## src/rtl/alu_exec_stage.sv

```systemverilog
// Execute stage: single-cycle add/sub, iterative shift-add multiply and
// restoring divide, with per-opcode registered results for the rd-select mux.
module alu_exec_stage #(
  parameter int WIDTH = 16,
  parameter int ITER  = 16
) (
  input  logic             clk,
  input  logic             rst,
  input  logic             in_valid,
  output logic             in_ready,
  input  logic [1:0]       in_opcode,
  input  logic [WIDTH-1:0] rs1_val,
  input  logic [WIDTH-1:0] rs2_val,
  output logic [WIDTH-1:0] add_rd,
  output logic [WIDTH-1:0] sub_rd,
  output logic [WIDTH-1:0] mul_rd,
  output logic [WIDTH-1:0] div_rd,
  output logic [1:0]       out_opcode,
  output logic             out_valid,
  output logic             div_by_zero
);
  localparam int CW = $clog2(ITER);
  localparam logic [CW-1:0] LAST = CW'(ITER - 1);

  typedef enum logic [1:0] {IDLE, MUL_BUSY, DIV_BUSY} state_t;

  state_t           state_q;
  logic [CW-1:0]    cnt_q;
  // a_q: multiplicand (shifts left) or divisor
  // b_q: multiplier (shifts right) or dividend/quotient shift register
  // acc_q: product accumulator or partial remainder
  logic [WIDTH-1:0] a_q, b_q, acc_q;
  logic [WIDTH-1:0] add_rd_q, sub_rd_q, mul_rd_q, div_rd_q;
  logic [1:0]       out_opcode_q;
  logic             out_valid_q, div_by_zero_q;

  logic [WIDTH-1:0] mul_acc_d;
  logic [WIDTH:0]   div_r, div_diff;
  logic             div_ge;
  logic [WIDTH-1:0] div_rem_d, div_quo_d;

  // One iteration of each datapath, evaluated from the current working registers
  always_comb begin
    mul_acc_d = acc_q + (b_q[0] ? a_q : '0);
    div_r     = {acc_q, b_q[WIDTH-1]};
    div_diff  = div_r - {1'b0, a_q};
    div_ge    = (div_r >= {1'b0, a_q});
    div_rem_d = div_ge ? div_diff[WIDTH-1:0] : div_r[WIDTH-1:0];
    div_quo_d = {b_q[WIDTH-2:0], div_ge};
  end

  // Control FSM, iteration counter, working registers and result registers
  always_ff @(posedge clk) begin
    if (rst) begin
      state_q       <= IDLE;
      cnt_q         <= '0;
      a_q           <= '0;
      b_q           <= '0;
      acc_q         <= '0;
      add_rd_q      <= '0;
      sub_rd_q      <= '0;
      mul_rd_q      <= '0;
      div_rd_q      <= '0;
      out_opcode_q  <= 2'b00;
      out_valid_q   <= 1'b0;
      div_by_zero_q <= 1'b0;
    end else begin
      out_valid_q   <= 1'b0;
      div_by_zero_q <= 1'b0;
      case (state_q)
        IDLE: begin
          if (in_valid) begin
            cnt_q <= '0;
            case (in_opcode)
              2'b00: begin
                add_rd_q     <= rs1_val + rs2_val;
                out_opcode_q <= 2'b00;
                out_valid_q  <= 1'b1;
              end
              2'b01: begin
                sub_rd_q     <= rs1_val - rs2_val;
                out_opcode_q <= 2'b01;
                out_valid_q  <= 1'b1;
              end
              2'b10: begin
                a_q     <= rs1_val;
                b_q     <= rs2_val;
                acc_q   <= '0;
                state_q <= MUL_BUSY;
              end
              default: begin
                if (rs2_val == '0) begin
                  // Divide by zero never enters the iterative unit
                  div_rd_q      <= '1;
                  div_by_zero_q <= 1'b1;
                  out_opcode_q  <= 2'b11;
                  out_valid_q   <= 1'b1;
                end else begin
                  a_q     <= rs2_val;
                  b_q     <= rs1_val;
                  acc_q   <= '0;
                  state_q <= DIV_BUSY;
                end
              end
            endcase
          end
        end
        MUL_BUSY: begin
          acc_q <= mul_acc_d;
          a_q   <= a_q << 1;
          b_q   <= b_q >> 1;
          cnt_q <= cnt_q + 1'b1;
          if (cnt_q == LAST) begin
            mul_rd_q     <= mul_acc_d;
            out_opcode_q <= 2'b10;
            out_valid_q  <= 1'b1;
            state_q      <= IDLE;
          end
        end
        DIV_BUSY: begin
          acc_q <= div_rem_d;
          b_q   <= div_quo_d;
          cnt_q <= cnt_q + 1'b1;
          if (cnt_q == LAST) begin
            div_rd_q     <= div_quo_d;
            out_opcode_q <= 2'b11;
            out_valid_q  <= 1'b1;
            state_q      <= IDLE;
          end
        end
        default: state_q <= IDLE;
      endcase
    end
  end

  assign in_ready    = (state_q == IDLE);
  assign add_rd      = add_rd_q;
  assign sub_rd      = sub_rd_q;
  assign mul_rd      = mul_rd_q;
  assign div_rd      = div_rd_q;
  assign out_opcode  = out_opcode_q;
  assign out_valid   = out_valid_q;
  assign div_by_zero = div_by_zero_q;
endmodule

```

## config.mk

```make
export PLATFORM = sky130hd
export DESIGN_NAME = alu_exec_stage
export DESIGN_NICKNAME = d
export VERILOG_FILES = /design/src/rtl/alu_exec_stage.sv
export SDC_FILE = /design/constraint.sdc
export NUM_CORES = 1
export LEC_CHECK = 0
export ABC_CLOCK_PERIOD_IN_PS = 3700
export BUFFER_PORTS_ARGS = -buffer_cell sky130_fd_sc_hd__buf_2
export CORE_UTILIZATION = 45
export CTS_CLUSTER_SIZE = 14
export DETAILED_ROUTE_END_ITERATION = 10
export GPL_ROUTABILITY_DRIVEN = 0
export PLACE_DENSITY_LB_ADDON = 0.25
export SLEW_MARGIN = 20
export SYNTH_ARGS = -nofsm -noshare
export SYNTH_HDL_FRONTEND = slang
export SYNTH_SLANG_ARGS = --single-unit
```

## constraint.sdc

```tcl
create_clock -name clk -period 3.7 [get_ports clk]
set_clock_uncertainty 0.15 [all_clocks]
set_input_delay 0.185 -clock clk [delete_from_list [all_inputs] [get_ports clk]]
set_output_delay 0.185 -clock clk [all_outputs]
set_load 0.005 [all_outputs]
```

Word level (Yosys, flattened, before mapping) --
Index checks and enable logic that the tools add are counted.
Cells by class: add/subtract/negate cells 5, multiply operators 0, div/mod/pow operators 0, order comparisons 1, equality and inequality tests 15, shifts and indexed selects 0, multiplexer cells 37, bitwise gates (word level) 2, reduce and logical (&&, ||, !) cells 20
Operators with widths (count):
- $mux 16 | 12
- $pmux 16 s2 | 5
- $pmux 16 s3 | 2
- $add 16x16->16 | 2
- $sub 16x16->16 | 2
- $ge 17x16->1 | 1
- $logic_not 16->1 | 1
- $mux 2 | 7
- $ne 2x2->1 const B | 6
- $pmux 2 s3 | 2
- $reduce_and 4->1 | 3
- $pmux 2 s2 | 2
- $pmux 4 s2 | 1
- $reduce_and 3->1 | 2
- $reduce_and 6->1 | 1
- $reduce_bool 2->1 | 3
- $reduce_or 6->1 | 1
- $reduce_and 5->1 | 1
- $add 4x1->4 const B | 1
- $eq 2x1->1 const B | 2
- $eq 2x2->1 const B | 2
- $eq 4x4->1 const B | 1
- $logic_not 2->1 | 2
- $mux 4 | 1
- 10 further kinds | 17
Storage, ports and cells: flip-flop bits (word level) 122, bits in latches 0, bits in writable memories 0, bits in read-only memories 0, input bits 37, output and inout port bits 69, logic and storage cells 92, memories kept 0

Logic depth before layout (Yosys ltp) --
depth after elaboration 5, gate-level depth with buffers 12, depth with buffers taken out 12

Worst setup path after synthesis --
OpenSTA, ideal clock, no wires.
kind register to register, start register b_q[0], end register mul_rd_q[15] (netlist: mul_rd[15]), library setup time 0.086 ns, data arrival time 2.428 ns, data required time 3.464 ns, setup slack 1.037 ns, stages on the path, launching flop included 13, path buffers 1, clock period less this slack 2.663 ns, cells stage by stage dfxtp_1 inv_1 clkbuf_1 nor2_1 ha_1 o21a_1 o21ai_0 o31ai_1 o211a_1 a21oi_1 a211o_1 xnor2_1 a211oi_1
On the way: longest elaborated chain between the ends 2
Ends and longest elaborated chain:
- from (decl) | line 32 | logic [WIDTH-1:0] a_q, b_q, acc_q;
- from (signal assigned) | line 87 | b_q <= rs2_val;
- from (signal assigned) | line 100 | b_q <= rs1_val;
- from (signal assigned) | line 111 | b_q <= b_q >> 1;
- $mux 16 | line 44 | mul_acc_d = acc_q + (b_q[0] ? a_q : '0);
- $add 16x16->16 | line 44
- to (signal assigned) | line 114 | mul_rd_q <= mul_acc_d;
- to (decl) | line 33 | logic [WIDTH-1:0] add_rd_q, sub_rd_q, mul_rd_q, div_rd_q;
No other way between the ends. A chain may end at the register's enable or synchronous reset.

Final worst setup path --
start register a_q[1], end register acc_q[6]
On the way: longest elaborated chain between the ends 3, elaborated cells on any way between the ends 6, classes of those cells add/sub: 2; order compare: 1; mux: 3
Ends and longest elaborated chain:
- from (decl) | line 32
- from (signal assigned) | line 86 | a_q <= rs1_val;
- from (signal assigned) | line 99 | a_q <= rs2_val;
- from (signal assigned) | line 110 | a_q <= a_q << 1;
- $sub 16x16->16, or another cell as far along | line 46 | div_diff = div_r - {1'b0, a_q};
- $mux 16 or $add 16x16->16 (tied branches) | line 48, 44
- $pmux 16 s3 (*) | line 70 | case (state_q)
- to (signal assigned) | line 109 | acc_q <= mul_acc_d;
- to (signal assigned) | line 121 | acc_q <= div_rem_d;
- to (decl) | line 32
Mark *: on every way between the ends. The rest lies on a longest branch, timed or not.

==> reports/qor.log <==
INFO  timing         max_slew_violation_total_from_the_final_report=0
INFO  worst_hold_path min-delay-path-class=input port to flip-flop
INFO  job            drv.max_cap_violation_count=0
INFO  floorplanning  starting_density_of_the_core=46.7%
INFO  routing        drt_iter0_drc=583
INFO  clock_network  clock_sinks=122
INFO  grt            grt_pass1_vias=7,365
INFO  routing        routed-via-count=8,082
INFO  power_and_ir_drop p_per_area=493mW/mm²
INFO  placed_design  number_of_buffer_cells_added_on_primary_ports=105
INFO  grt            globalRoute.totalOverflow=0
INFO  synth          ys_seq_area_share=28.7%
INFO  worst_hold_path depth_of_the_worst_hold_timing_path=3
INFO  final_layout   drive_above_1_share=14.4%
INFO  clock_network  tritoncts=yes
INFO  floorplanning  pin_count=106
INFO  synth          postSynthRegisterBits=122
INFO  timing         finalHoldViolations=0
INFO  timing         holdWs=23.4ps
INFO  final_layout   number_of_fillers_in_the_final_layout=1,773
INFO  final_layout   antennaDiodeCount=0
INFO  timing         finalWorstPathRequiredPeriod=3070ps
INFO  setup_path     r2r_cells=11
INFO  synth          post_synth_instance_area=0.00850mm²
INFO  synth          synth.top_cells.by_area=dfxtp_1, ha_1, a21oi_1
INFO  synth          top_area_cell_type_share_of_the_netlist_area=28.7%
INFO  placed_design  place.detailed.hpwl=16.8mm
INFO  timing         maxClockFrequency=325MHz
INFO  synth          syn_area_per_cell=7.73µm²
INFO  clock_network  post_cts.repair.setup_buffers=0
INFO  final_layout   final_cell_count_no_fill=1,412
INFO  synth          async_reset_ff_share=0%
INFO  grt            grt_antenna_before_repair=0
INFO  setup_path     critical_path_class=flip-flop to flip-flop
INFO  clock_network  cts_made_buffers=17
INFO  routing        drt-wirelength-per-cell=16.4µm
INFO  setup_path     kind_of_end_point_of_the_critical_path=flip-flop
INFO  power_and_ir_drop ir_worst_vdd=357µV
INFO  clock_network  cts-root-buf=clkbuf_16
INFO  synth          syn_inst=1,100
INFO  setup_path     worst_setup_path_start_kind=flip-flop
INFO  timing         timing.final.crit_share=83.1%
INFO  setup_path     critical_path_peak_fanout=18
INFO  setup_path     crit_required=3820ps
INFO  clock_network  htree_num_levels=4
INFO  routing        routed_wirelength=23.1mm
INFO  floorplanning  core=0.0182mm²
INFO  power_and_ir_drop power.leakage=0.00407µW
INFO  routing        detail-route-antenna-nets=0
INFO  synth          synth_area_leader_cell=dfxtp_1
INFO  timing         worst-slew-pin-transition=997ps
INFO  routing        vias_per_cell=5.72
INFO  routing        drtPass1Iterations=6
INFO  floorplanning  die_height=139µm
INFO  final_layout   nNetsFinal=1,277
INFO  placed_design  numPlacedInstances=1,378
INFO  grt            grt_start_max_net_pins=80
INFO  run_status     run_status=finished clean
INFO  final_layout   layout.core_utilization=53.6%
INFO  power_and_ir_drop power=4810µW
INFO  synth          netlist-cell-type-count=67
INFO  clock_network  path_clk_slew=60ps
INFO  timing         final.setup.tns=0ps
INFO  grt            grt_pass1_wl=37.7mm
INFO  setup_path     critPathArrivalTime=3200ps
INFO  clock_network  worstSkewPairLatency=430ps
INFO  timing         worst_slew_margin_rel=33.5%
INFO  clock_network  cts_max_path_buffers=2
INFO  final_layout   syn_to_final_growth=14.8%
INFO  final_layout   sequential_cell_area=0.00244mm²
INFO  synth          synth_enable_flop_cells=0
INFO  synth          synth_fp_nets=1,207
INFO  routing        drc=0
INFO  floorplanning  placementRows=49
INFO  floorplanning  die_x=139µm
INFO  grt            grt_util_all_layers=24.2%
INFO  synth          yosys_most_used_dff=dfxtp_1
INFO  synth          synth.yosys.warnings=0
INFO  timing         grt_setup_unrepaired=no
INFO  final_layout   multi_input_comb_area=0.00553mm²
INFO  floorplanning  floorplan.die_area=0.0194mm²
INFO  timing         final-setup-viol-count=0
==> registers in the layout (all words and copies together), names as in the netlist <==
name	count
a_q	16
acc_q	16
add_rd	16
b_q	16
cnt_q	4
div_by_zero	1
div_rd	16
mul_rd	16
out_opcode	2
out_valid	1
state_q	2
sub_rd	16
==> where the power goes <==
part	total [µW]	internal (µW)	switching (µW)	leakage, µW
clock	1750	1080	664	0.000286
combinational	1520	607	913	0.00279
sequential	1550	1450	98.2	0.000992
total	4810	3140	1680	0.00407
==> timing repair <==
item                                   4_1_cts  5_1_grt
endpoints found under the hold margin        1        0
setup endpoints to repair                    0        0
gates resized for setup                      0        0
hold buffers                                 2        0
==> final timing paths <==
kind	from	endpoint	slack (ps)
worst max-delay path	a_q[1]	acc_q[6]	630
worst min-delay path	in_opcode[1]	out_opcode[1]	20
worst max register to register	a_q[1]	acc_q[6]	630
worst min register to register	sub_rd[9]	sub_rd[9]	300
==> metrics by stage <==
stage          setup WS, ps  instance area (µm²)
6_report                625                 9760
4_1_cts                 637                 9760
5_1_grt                 429                 9760
3_5_place_dp            691                 9120
2_1_floorplan          1040                 8500
3_3_place_gp            753                 9120
==> metal layers <==
| metal | share of wire (%) | vias up | global-route usage, % |
|---|---|---|---|
| li1 | - | 4097 | - |
| met1 | 48 | 3765 | 33.5 |
| met2 | 46 | 196 | 38.9 |
| met3 | 4.8 | 24 | 3.41 |
| met4 | 1.2 | 0 | 7.02 |
| met5 | 0 | - | 0 |
==> cells by family (layout without fill, tap and decap cells) <==
logic type               after synthesis  in the layout  synth area share [%]
AND/OR/NAND/NOR                      357            357                  19.8
AO/OA/AOI/OAI                        348            348                  26.7
buffers and inverters                133            216                  6.42
flip-flops                           122            122                  28.7
adder cells (fa/ha/maj)               70             70                  10.7
XOR/XNOR                              43             43                  4.43
multiplexers                          27             27                  3.22
==> layout make-up <==
cell class,count,share of cell area [%]
multi-input combinational,845,56.7
sequential,122,25.0
timing repair buffer,119,6.54
clock buffer,19,4.54
tap,229,2.94
inverter,65,2.50
clock inverter,13,1.73
==> synthesized netlist by cell type, drive strengths merged (5+ instances only) <==
cell type	instances
nor3	40
inv	65
nand2	79
o31ai	6
nor3b	6
nand2b	21
and3	10
clkbuf	50
nor4	7
or3	12
nor2	129
a21o	7
and2	7
buf	18
xor2	9
o211ai	5
a211oi	71
nor2b	9
ha	66
o21a	14
o21ai	47
mux2i	24
a21oi	126
dfxtp	122
a221oi	19
a31oi	7
nand3	17
xnor2	34
o22ai	14
nand3b	10
==> placed cells by master, fill, tap and decap left out, types with 9 or more instances in the layout <==
cell,instances
clkbuf_16,17
a221oi_1,16
o22ai_1,14
a21oi_1,125
o21a_1,14
buf_2,104
nand3b_1,10
xnor2_1,34
nor2_1,129
o21ai_0,40
inv_1,65
nand2b_1,20
ha_1,65
nor3_1,39
or3_1,12
nand3_1,17
buf_4,13
a211oi_1,70
mux2i_1,23
xor2_1,9
nand2_1,79
and3_1,10
dfxtp_1,122
==> critical path, stage by stage (launching register included) <==
cell,delay (ps)
dfxtp_1,340
inv_1,90
ha_1,320
nor2b_1,140
o31a_1,270
o31ai_2,310
o21ai_1,130
a21oi_2,410
buf_4,320
and3b_1,210
a21oi_1,120
o22ai_1,90
(Power assumes the default switching activity.)
